### src/rtl/baud_clock_gen.sv
// baud_clock_gen: per-channel 16x baud prescaler, 3-bit phase divider and falling-edge pulse stretcher.
// Optional macro BAUD_RESYNC_EN enables the per-channel resync input (count/phase realign).
module baud_clock_gen #(
    parameter int CLK_HZ       = 100000000,
    parameter int NCH          = 2,
    parameter int DIVW         = 16,
    parameter int PULSE_CYCLES = 9,
    parameter int DEFAULT_IDX  = 7
) (
    input  logic             clk,
    input  logic             rst_n,
    input  logic [NCH-1:0]   en,
    input  logic [4*NCH-1:0] rate_sel,
    input  logic [NCH-1:0]   strobe_in,
    input  logic [NCH-1:0]   resync,
    output logic [NCH-1:0]   tick16,
    output logic [3*NCH-1:0] phase,
    output logic [NCH-1:0]   pulse_out,
    output logic [NCH-1:0]   rate_busy
);
    typedef logic [15:0][DIVW-1:0] div_tab_t;
    localparam int BAUD [12] = '{110, 150, 300, 600, 1200, 2400, 4800, 9600,
                                 19200, 38400, 57600, 115200};

    function automatic longint div_of_baud(longint b);
        return (longint'(CLK_HZ) + 8 * b) / (16 * b) - 1;
    endfunction

    // Reserved indices 12..15 carry the default divisor so the table lookup needs no remap.
    function automatic div_tab_t calc_tab();
        div_tab_t t;
        for (int k = 0; k < 16; k++) t[k] = DIVW'(div_of_baud(longint'(BAUD[k < 12 ? k : DEFAULT_IDX])));
        return t;
    endfunction

    localparam div_tab_t DIV_TAB = calc_tab();

    if (div_of_baud(longint'(BAUD[0])) > (longint'(1) << DIVW) - 1) begin : g_div_overflow
        $error("baud_clock_gen: table divisor exceeds DIVW");
    end

`ifndef BAUD_RESYNC_EN
    logic unused_resync;
    assign unused_resync = ^resync;
`endif

    for (genvar i = 0; i < NCH; i++) begin : g_ch
        logic [DIVW-1:0] cnt;
        logic [2:0]      ph;
        logic [3:0]      act, pend, sel, act_next;
        logic [3:0]      pc;
        logic            tc, rs, tick, busy, prev, fall;
        assign sel      = rate_sel[4*i+:4] > 4'd11 ? 4'(DEFAULT_IDX) : rate_sel[4*i+:4];
        assign tc       = en[i] && cnt >= DIV_TAB[act];
        assign act_next = !en[i] ? sel : (tc && !rs) ? pend : act;
        assign fall     = prev && !strobe_in[i];
`ifdef BAUD_RESYNC_EN
        assign rs = resync[i];
`else
        assign rs = 1'b0;
`endif
        always_ff @(posedge clk) begin
            if (!rst_n) begin
                cnt  <= '0;
                ph   <= '0;
                tick <= 1'b0;
                act  <= 4'(DEFAULT_IDX);
                pend <= 4'(DEFAULT_IDX);
                busy <= 1'b0;
                prev <= 1'b1;
                pc   <= '0;
            end else begin
                cnt  <= (rs || tc || !en[i]) ? '0 : cnt + DIVW'(1);
                ph   <= (rs || !en[i]) ? 3'd0 : ph + 3'(tc);
                tick <= tc && !rs;
                act  <= act_next;
                pend <= sel;
                busy <= en[i] && sel != act_next;
                prev <= strobe_in[i];
                pc   <= fall ? 4'd1 : (pc != 4'd0 && pc < 4'(PULSE_CYCLES)) ? pc + 4'd1 : 4'd0;
            end
        end
        assign tick16[i]       = tick;
        assign phase[3*i+:3]   = ph;
        assign pulse_out[i]    = pc != 4'd0;
        assign rate_busy[i]    = busy;
    end
endmodule
### config.mk
export PLATFORM = sky130hd
export DESIGN_NAME = baud_clock_gen
export DESIGN_NICKNAME = d
export VERILOG_FILES = /design/src/rtl/baud_clock_gen.sv
export SDC_FILE = /design/constraint.sdc
export NUM_CORES = 1
export LEC_CHECK = 0
export BUFFER_PORTS_ARGS = -buffer_cell sky130_fd_sc_hd__buf_4
export CORE_ASPECT_RATIO = 0.7
export CORE_UTILIZATION = 30
export DETAILED_ROUTE_END_ITERATION = 10
export GPL_ROUTABILITY_DRIVEN = 0
export PLACE_DENSITY = 0.46
export SLEW_MARGIN = 20
export SYNTH_ARGS = -nofsm -noshare
export SYNTH_HDL_FRONTEND = slang
export SYNTH_SLANG_ARGS = --single-unit
### constraint.sdc
create_clock -name clk -period 7.75 [get_ports clk]
set_input_delay 1.1625 -clock clk [delete_from_list [all_inputs] [get_ports clk]]
set_output_delay 1.1625 -clock clk [all_outputs]
set_load 0.05 [all_outputs]
==> key figures <==
Global routing
  • First-pass GRT wire length: about 19000 µm
  • GRT Total Usage: between 10% and 20%
  • Vias in the first global route: between 3000 and 4000
  • Grt ovf: 0
  • Largest net degree at the start of global routing: 44
  • Initial antenna violation count: 0

Die
  • Row cnt: 39
  • Die Y: ~110 µm
  • Top Ports: 28
  • Die ar.: 17800 µm²
  • Initial Util: a little under a third
  • Die width: between 150 and 200 µm
  • Core area: 16600 µm²

Clock network
  • Clock latency on the worst-skew pair: about 0.34 ns
  • PostCTS Resize Cnt: 0
  • Post-CTS Setup Inserts: 0
  • Root buffer cell: clkbuf_16
  • Clock buffer depth: 2
  • CTS Buf Count: 9
  • Clock tree from TritonCTS: done
  • Clock transition at path regs: roughly 0.070 ns
  • H-tree depth: 3
  • Num Clock Sinks: 100
  • Hold-fix buffers, CTS: 0

STA
  • Max Clock Freq: between 0.2 and 0.25 GHz
  • RSZ-0062 raised after global routing: false
  • Setup WS post-layout: 3.56 ns
  • Final setup violation count: 0
  • Final TNS setup: 0 ns
  • Worst slew margin: 36.3%
  • Final Max Tran Viols: 0
  • Clock skew: slightly below 0.006 ns
  • Worst-margin pin slew: about 0.95 ns
  • Fin crit share: ~54%
  • Clock period minus worst slack: 4.19 ns
  • Hold Vio Cnt, Final: 0

Detailed routing
  • First-pass DRT Iterations: 5
  • WL final: 11000 µm
  • Wire per inst: roughly 13 µm
  • DRT antenna net count: 0
  • Via count: ~3900
  • Post-DR vias/cell: about 4.7
  • DR iter-0 viols: approximately 280
  • Number of remaining DRC errors: 0

Synthesis
  • Top_reg_cell synth: dfxtp_1
  • Post-synthesis sequential area ratio: ~39%
  • Mapped Nets: around 650
  • Distinct cell type count after synthesis: between 60 and 70
  • Yosys warns: 0
  • Post-synth EDFFs: 0
  • #FFs+latches synth: 100
  • Post-synthesis cell count: roughly 580
  • Syn Area/Cell: 8.98 µm²
  • Post-synth ARST share: 0%
  • Mapped Area: ~5200 µm²

Power
  • Final Power: 0.00107 W
  • PD cells: 185 nW/µm²
  • Leakage: roughly 2.5 nW
  • Peak supply drop: ~0.10 mV

Cells and area
  • Final std cells w/o fill: 823
  • Final Cell Area: approximately 5800 µm²
  • # fillers: 1687
  • Ant. Diodes: 0
  • Area growth syn-to-layout: 12.1%
  • Share of layout cells above drive strength 1: ~10%
  • Final #Nets: between 600 and 700

Worst setup path
  • Crit path DAT: 4.41 ns
  • Worst Path Required: between 7 and 8 ns
  • Crit Path Max Fanout: 11
  • CP Launch Type: flop
  • CP Capture Type: flop
  • WS Path Type: reg2reg

Placed design
  • Pre-CTS WS: between 3 and 4 ns
  • Port bufs: 25
  • Placed Cells: ~810
  • Post-DP HPWL: between 8000 and 9000 µm
  • Placed Area: roughly 5600 µm²

Worst hold path
  • Min-Delay Path Class: reg2reg

Flow run
  • Max cap viols: 0

Run status
  • Status: finished, final reports clean
-- where the power goes --
part	switching (W)	leakage, nW	internal, W
Sequential	0.00000724	0.817	0.000534
Combinational	0.0000787	1.58	0.0000487
Clock	0.000189	0.118	0.000215
-- per-stage QoR --
step	hold WS, ns	utilization (%)
6_report	0.490	35.1
5_1_grt	0.517	35.1
4_1_cts	0.490	35.1
3_5_place_dp	0.478	33.5
3_3_place_gp	0.468	33.5
2_1_floorplan	0.441	-
-- worst paths after layout --
path                        startpoint                        end  slack [ns]  cells after the start
max          g_ch[0].cnt[0]$_SDFF_PP0_                       flop        3.56                     15
min          g_ch[0].cnt[0]$_SDFF_PP0_  g_ch[0].cnt[0]$_SDFF_PP0_        0.49                      1
min reg2reg  g_ch[0].cnt[0]$_SDFF_PP0_  g_ch[0].cnt[0]$_SDFF_PP0_        0.49                      1
max reg2reg  g_ch[0].cnt[0]$_SDFF_PP0_                       flop        3.56                     15
-- cell usage after synthesis (3+ instances only) --
library cell / instances / area share [%]
mux2i_1: 9 / 1.7
buf_2: 3 / 0.29
and3_1: 10 / 1.2
and4_1: 3 / 0.51
o21ai_2: 3 / 0.51
a31oi_1: 4 / 0.48
a21oi_1: 14 / 1.4
o21a_1: 7 / 1.0
a21o_1: 11 / 1.6
a211oi_1: 3 / 0.43
nand2b_1: 16 / 1.9
or3_1: 4 / 0.48
clkbuf_1: 11 / 0.80
nand3_1: 25 / 2.4
a22o_1: 3 / 0.51
o2bb2ai_1: 6 / 1.0
o22ai_1: 4 / 0.48
nor2b_1: 4 / 0.48
nor3_1: 11 / 1.1
xnor2_1: 17 / 2.9
o21ai_0: 12 / 1.2
xor2_1: 17 / 2.9
ha_1: 54 / 13
and2_1: 6 / 0.72
nor2_1: 70 / 5.1
dfxtp_1: 100 / 39
mux2_2: 3 / 0.65
o211a_1: 3 / 0.58
nand4_1: 9 / 1.1
inv_1: 58 / 4.2
buf_4: 6 / 0.87
nand2_1: 30 / 2.2
-- per-layer routing --
| metal | up-vias | part of all wire (%) | track usage [%] |
|---|---|---|---|
| li1 | 2017 | - | - |
| met1 | 1750 | 58 | 21.2 |
| met2 | 76 | 36 | 17.0 |
| met3 | 7 | 4.8 | 3.66 |
| met4 | 0 | 1.1 | 4.68 |
| met5 | - | 0 | 0 |
-- cells by family after synthesis --
logic type,after synthesis,share of synthesized area (%)
AND/OR/NAND/NOR,197,18.5
AO/OA/AOI/OAI,102,15.4
flip-flops,100,38.6
buffers and inverters,78,6.15
adder cells (fa/ha/maj),54,13.0
XOR/XNOR,34,5.74
multiplexers,13,2.60
-- worst max-delay path, stage by stage, from the launching register on --
cell       delay (ns)
dfxtp_1          0.40
inv_1            0.06
ha_1             0.28
nand2b_1         0.15
a2111oi_2        0.36
nor3_1           0.12
o31ai_2          0.73
a211oi_1         0.22
or3_4            0.46
nand2_2          0.14
inv_1            0.14
ha_1             0.33
nand3_1          0.11
o21ai_0          0.09
a311oi_1         0.33
o2bb2ai_1        0.14
-- cell usage in the layout (no fill, tap or decap), types with 4 or more instances in the layout --
cell type	Yosys	layout
mux2i_1	9	9
o21ai_0	12	12
o22ai_1	4	4
o2bb2ai_1	6	6
inv_1	58	58
a21oi_1	14	14
and3_1	10	10
nor3_1	11	11
ha_1	54	54
nand2_1	30	30
dfxtp_1	100	100
nand3_1	25	25
xor2_1	17	17
a31oi_1	4	4
nor2_1	70	70
buf_4	6	25
nor2b_1	4	4
and2_1	6	6
xnor2_1	17	17
nand4_1	9	9
o21a_1	7	7
nand2b_1	16	16
clkbuf_16	0	9
or3_1	4	4
a21o_1	11	11
-- layout make-up --
class                   count  area, µm²  area share (%)
repair buffers             25        188            3.23
well taps                 225        282            4.84
multi-input cells         400       2870            49.3
flip-flops and latches    100       2000            34.4
clock inverters             4       27.5           0.473
inverters                  58        218            3.74
clock buffers              11        233            4.00
Power figures use the tool's default switching activity.
